`config.mk`:
```
export PLATFORM = sky130hd
export DESIGN_NAME = irq_priority_capture
export DESIGN_NICKNAME = d
export VERILOG_FILES = /design/src/rtl/irq_priority_capture.sv
export SDC_FILE = /design/constraint.sdc
export NUM_CORES = 1
export LEC_CHECK = 0
export CAP_MARGIN = 20
export CELL_PAD_IN_SITES_DETAIL_PLACEMENT = 1
export CELL_PAD_IN_SITES_GLOBAL_PLACEMENT = 2
export CORE_ASPECT_RATIO = 1.75
export CORE_MARGIN = 1
export CORE_UTILIZATION = 28
export DETAILED_ROUTE_END_ITERATION = 8
export GPL_ROUTABILITY_DRIVEN = 0
export GPL_TIMING_DRIVEN = 1
export MAX_ROUTING_LAYER = met4
export PLACE_DENSITY = 0.82
export SLEW_MARGIN = 20
export SYNTH_ARGS = -nofsm -noshare
export SYNTH_HDL_FRONTEND = slang
export SYNTH_SLANG_ARGS = --single-unit
```
`constraint.sdc`:
```
create_clock -name clk -period 6.7 [get_ports clk]
set_clock_uncertainty 0.15 [all_clocks]
set_input_delay 0.67 -clock clk [delete_from_list [all_inputs] [get_ports clk]]
set_output_delay 0.67 -clock clk [all_outputs]
set_load 0.1 [all_outputs]
```
`src/rtl/irq_priority_capture.sv`:
```
// Interrupt request capture: latches request lines into a pending register and
// presents the highest-priority enabled pending line on a valid/ready output.
module irq_priority_capture #(
  parameter int N  = 8,
  parameter int W  = 3,
  parameter int CW = 8
) (
  input  logic          clk,
  input  logic          rst_n,
  input  logic [N-1:0]  req,
  input  logic [N-1:0]  mask,
  input  logic          out_ready,
  input  logic          clr_drop,
  output logic          out_valid,
  output logic [W-1:0]  out_idx,
  output logic [N-1:0]  pending,
  output logic [CW-1:0] drop_cnt
);

  localparam int PW = $clog2(N + 1);
  localparam logic [CW-1:0] CNT_MAX = {CW{1'b1}};

  typedef enum logic [0:0] {
    ST_IDLE = 1'b0,
    ST_SEND = 1'b1
  } state_t;

  state_t        r_state;
  state_t        w_state_nxt;
  logic          r_out_valid;
  logic          w_valid_nxt;
  logic [W-1:0]  r_out_idx;
  logic [W-1:0]  w_idx_nxt;
  logic [N-1:0]  r_pending;
  logic [N-1:0]  w_pending_nxt;
  logic [CW-1:0] r_drop_cnt;
  logic [CW-1:0] w_drop_nxt;

  logic          w_hs;
  logic [N-1:0]  w_clr_vec;
  logic [N-1:0]  w_drop_vec;
  logic [N-1:0]  w_elig;
  logic [PW-1:0] w_drop_num;
  logic [CW:0]   w_cnt_sum;

  // Index of the highest set bit; bit N-1 has top priority.
  function automatic logic [W-1:0] f_prio(input logic [N-1:0] v);
    logic [W-1:0] idx;
    idx = {W{1'b0}};
    for (int i = 0; i < N; i++) begin
      if (v[i]) begin
        idx = i[W-1:0];
      end else begin
        idx = idx;
      end
    end
    return idx;
  endfunction

  function automatic logic [PW-1:0] f_popcnt(input logic [N-1:0] v);
    logic [PW-1:0] cnt;
    cnt = {PW{1'b0}};
    for (int i = 0; i < N; i++) begin
      cnt = cnt + {{(PW-1){1'b0}}, v[i]};
    end
    return cnt;
  endfunction

  assign w_hs      = (r_state == ST_SEND) && r_out_valid && out_ready;
  assign w_elig    = r_pending & mask;
  assign w_drop_num = f_popcnt(w_drop_vec);
  assign w_cnt_sum = {1'b0, r_drop_cnt} + {{(CW+1-PW){1'b0}}, w_drop_num};

  // Pending update: a same-edge request on the granted bit re-arms it without a drop.
  always_comb begin
    w_clr_vec = {N{1'b0}};
    if (w_hs) begin
      w_clr_vec = {{(N-1){1'b0}}, 1'b1} << r_out_idx;
    end else begin
      w_clr_vec = {N{1'b0}};
    end
    w_drop_vec    = req & r_pending & ~w_clr_vec;
    w_pending_nxt = (r_pending & ~w_clr_vec) | req;
  end

  // Saturating drop counter; clear has precedence over any increment.
  always_comb begin
    w_drop_nxt = r_drop_cnt;
    if (clr_drop) begin
      w_drop_nxt = {CW{1'b0}};
    end else if (w_cnt_sum[CW]) begin
      w_drop_nxt = CNT_MAX;
    end else begin
      w_drop_nxt = w_cnt_sum[CW-1:0];
    end
  end

  // Grant FSM next-state; the presented index is frozen while in SEND.
  always_comb begin
    w_state_nxt = r_state;
    w_valid_nxt = r_out_valid;
    w_idx_nxt   = r_out_idx;
    case (r_state)
      ST_IDLE: begin
        if (|w_elig) begin
          w_idx_nxt   = f_prio(w_elig);
          w_valid_nxt = 1'b1;
          w_state_nxt = ST_SEND;
        end else begin
          w_valid_nxt = 1'b0;
          w_state_nxt = ST_IDLE;
        end
      end
      ST_SEND: begin
        if (w_hs) begin
          w_valid_nxt = 1'b0;
          w_state_nxt = ST_IDLE;
        end else begin
          w_valid_nxt = 1'b1;
          w_state_nxt = ST_SEND;
        end
      end
      default: begin
        w_valid_nxt = 1'b0;
        w_idx_nxt   = {W{1'b0}};
        w_state_nxt = ST_IDLE;
      end
    endcase
  end

  // State and output registers with synchronous active-low reset.
  always_ff @(posedge clk) begin
    if (!rst_n) begin
      r_state     <= ST_IDLE;
      r_out_valid <= 1'b0;
      r_out_idx   <= {W{1'b0}};
      r_pending   <= {N{1'b0}};
      r_drop_cnt  <= {CW{1'b0}};
    end else begin
      r_state     <= w_state_nxt;
      r_out_valid <= w_valid_nxt;
      r_out_idx   <= w_idx_nxt;
      r_pending   <= w_pending_nxt;
      r_drop_cnt  <= w_drop_nxt;
    end
  end

  assign out_valid = r_out_valid;
  assign out_idx   = r_out_idx;
  assign pending   = r_pending;
  assign drop_cnt  = r_drop_cnt;

endmodule

```
==> results by group <==
GRT
  – Pin count of the biggest net entering global routing: 12
  – Initial antenna violation count: 0
  – First-pass GRT wire length: 5961 um
  – GR Util All Layers: 18.21%
  – Total grt overflow: 0
  – Vias in the first global route: 1257

Timing
  – Final Cycle Share: 77.12%
  – Setup TNS: 0 ns
  – Final setup violation count: 0
  – Final hold viol count: 0
  – Tightest Pin Transition: 0.9775 ns
  – Max Slew Vio Count: 0
  – Post-layout min period: 5.167 ns
  – Minimum hold slack: 0.3683 ns
  – Relative slew slack: 34.63%
  – Max Fclk: 193.5 MHz
  – RSZ-0062 raised after global routing: no

Critical path
  – Crit Path Max Fanout: 5
  – Master of the slowest instance on the critical path: fa_1
  – Setup crit end kind: flop
  – Worst Setup Path Type: input port to flop
  – Startpoint types: input port
  – Critical Path RT: 6.70 ns
  – Crit path cell chain: clkdlybuf4s50_1, nand3b_1, o31a_1, and2_1, fa_1, inv_1, fa_1, inv_1, fa_1, fa_1, fa_1, a21o_1, a21oi_2, nor3_2, o21a_1
  – Delay-heaviest family, CP: adder cells
  – Largest stage delay, worst path: 0.53 ns
  – CP arrival: 5.17 ns
  – Crit path top cell by count: fa_1
  – CP Buf/Inv Count: 3

Routing
  – DR vias/cell: 5.308
  – Detail-routed net length per standard cell: 16.54 um
  – First-pass DRT Iterations: 6
  – Final ANT Viol Nets: 0
  – Initial detailed-routing violation count: 10
  – DRC: 0
  – Drt total wl: 3655 um
  – Via count: 1173

Floorplan
  – Core Area: 0.004111 mm^2
  – Ports: 40
  – Starting Density: 29.03%
  – Die footprint: 0.004538 mm^2
  – FP Rows: 31
  – Die Wd: 51.36 um
  – Die H: 88.37 um

Synth
  – #FFs+latches synth: 20
  – YS warnings: 0
  – Cells after Synth: 131
  – Synth async-reset ratio: 0%
  – Largest cells by area after synthesis: dfxtp_1 (34%), fa_1 (8.4%), ha_1 (6.3%), nor2_1 (4.4%), inv_1 (3.5%)
  – Unique cell type count in the Yosys netlist: 42
  – Syn_area_per_cell: 9.112 um^2
  – Post-synth top area cell: dfxtp_1
  – Mapped Nets: 162
  – Top cell type's share of synthesized area: 33.54%
  – Post-synth design cell area: 0.001194 mm^2
  – Sequential area share after synthesis: 33.54%
  – Top FF cell, synth: dfxtp_1
  – Post-synth EDFFs: 0

Cells and area
  – Fin nets: 205
  – Layout area overhead: 40.98%
  – Fin cells: 221
  – Layout cells sized above 1: 5.814%
  – Diodes inserted: 0

Clock tree
  – # clock sinks: 20
  – TritonCTS clock tree: done
  – Worst-Skew Late Latency: 0.25 ns
  – CTS Buf Count: 3
  – Clk buf depth: 2
  – Hold buffers post-CTS: 0
  – Htree depth: 1
  – Root buf cell: clkbuf_8
  – Number of post-CTS setup repair buffers: 0
  – Post-CTS sizing: 0
  – Worst-path clk slew: 0.07 ns

Placement
  – Dpl hpwl: 3025 um
  – Dpl cells: 218
  – IO Port Bufs: 39

Power and ir drop
  – Pleak: 0.6764 nW
  – Power Density: 233.4 mW/mm^2
  – Worst VDD drop: 0.1285 mV
  – Pwr Total: 0.3928 mW

Hold path
  – Tightest Hold Check Type: flop to flop

Run
  – Max-cap violations: 0

Run status
  – Status: finished clean
## per-stage QoR
stage / cell area [um^2] / utilization (%) / setup slack (ns)
after floorplan: 1194 / - / 1.532
after global placement: 1642 / 39.93 / 1.401
after detailed placement: 1642 / 39.93 / 1.262
after CTS: 1683 / 40.93 / 1.522
after global routing: 1683 / 40.93 / 1.300
final: 1683 / 40.93 / 1.533
## worst paths after layout
kind	slack [ns]	depth (start not counted)	startpoint	to
setup / recovery	1.53	15	out_ready	drop_cnt[3]$_SDFF_PP0_
hold / removal	0.37	2	out_idx[2]$_SDFFE_PN0P_	out_idx[2]$_SDFFE_PN0P_
hold reg to reg	0.37	2	out_idx[2]$_SDFFE_PN0P_	out_idx[2]$_SDFFE_PN0P_
setup reg to reg	1.96	14	out_valid$_SDFF_PN0_	drop_cnt[3]$_SDFF_PP0_
## power by group
group          internal, mW  switching, mW
logic                0.0559          0.117
clock network        0.0400         0.0388
registers             0.129         0.0120
## cell families (layout without fill, tap and decap cells)
| logic type | Yosys count | count (layout) | share of synthesized area [%] |
|---|---|---|---|
| flops | 20 | 20 | 33.54 |
| xor+xnor | 2 | 2 | 1.468 |
| fa+ha+maj | 11 | 11 | 14.68 |
| buf+inv | 12 | 53 | 3.773 |
| compound gates | 44 | 44 | 28.83 |
| simple gates | 42 | 42 | 17.71 |
## synth_stat cells (2+ instances only)
master,instances
a22oi_2,3
fa_1,5
and2_1,2
nand2b_1,2
ha_1,6
nor3_2,2
nand2_1,11
o31a_1,3
inv_1,11
dfxtp_1,20
o211a_1,2
o21ai_0,6
nand3_1,3
a211oi_1,3
o21a_1,5
nand4_1,2
nor2_1,14
a21o_1,2
a21oi_1,6
## sequential cells by signal, indices dropped and copies added, names as in the netlist
register and count:
drop_cnt 8, pending 8, out_idx 3, out_valid 1
## layer usage
metal  vias up  global-route usage [%]  routed length [um]
met5         -                       -                   0
met4         0                   5.897                  23
met3         2                   1.718                 140
met2        33                   36.72                2186
met1       581                   17.31                1304
li1        557                       -                   -
## worst min-delay path: stages (launching register included)
cell     delay, ns
dfxtp_1       0.35
nand2_1       0.07
o32ai_1       0.06
## cell type report
cell class / count / area (um^2)
multi-input combinational: 99 / 748.2
tap: 49 / 61.31
timing repair buffer: 39 / 390.4
sequential: 20 / 400.4
inverter: 11 / 41.29
clock buffer: 3 / 41.29
fill: 490 / 2429
## cells in the final DEF (no fill, tap or decap), types with 2 or more instances in the layout
cell type and count:
nor2_1 14, nand3_1 3, o211a_1 2, a22oi_2 3, a21oi_1 6, ha_1 6, nor3_2 2, inv_1 11
and2_1 2, nand2_1 11, nand2b_1 2, o31a_1 3, fa_1 5, nand4_1 2, dfxtp_1 20, a21o_1 2
clkdlybuf4s50_1 39, o21ai_0 6, o21a_1 5, clkbuf_8 3, a211oi_1 3
Note: power is estimated with default switching activity, not from simulation.
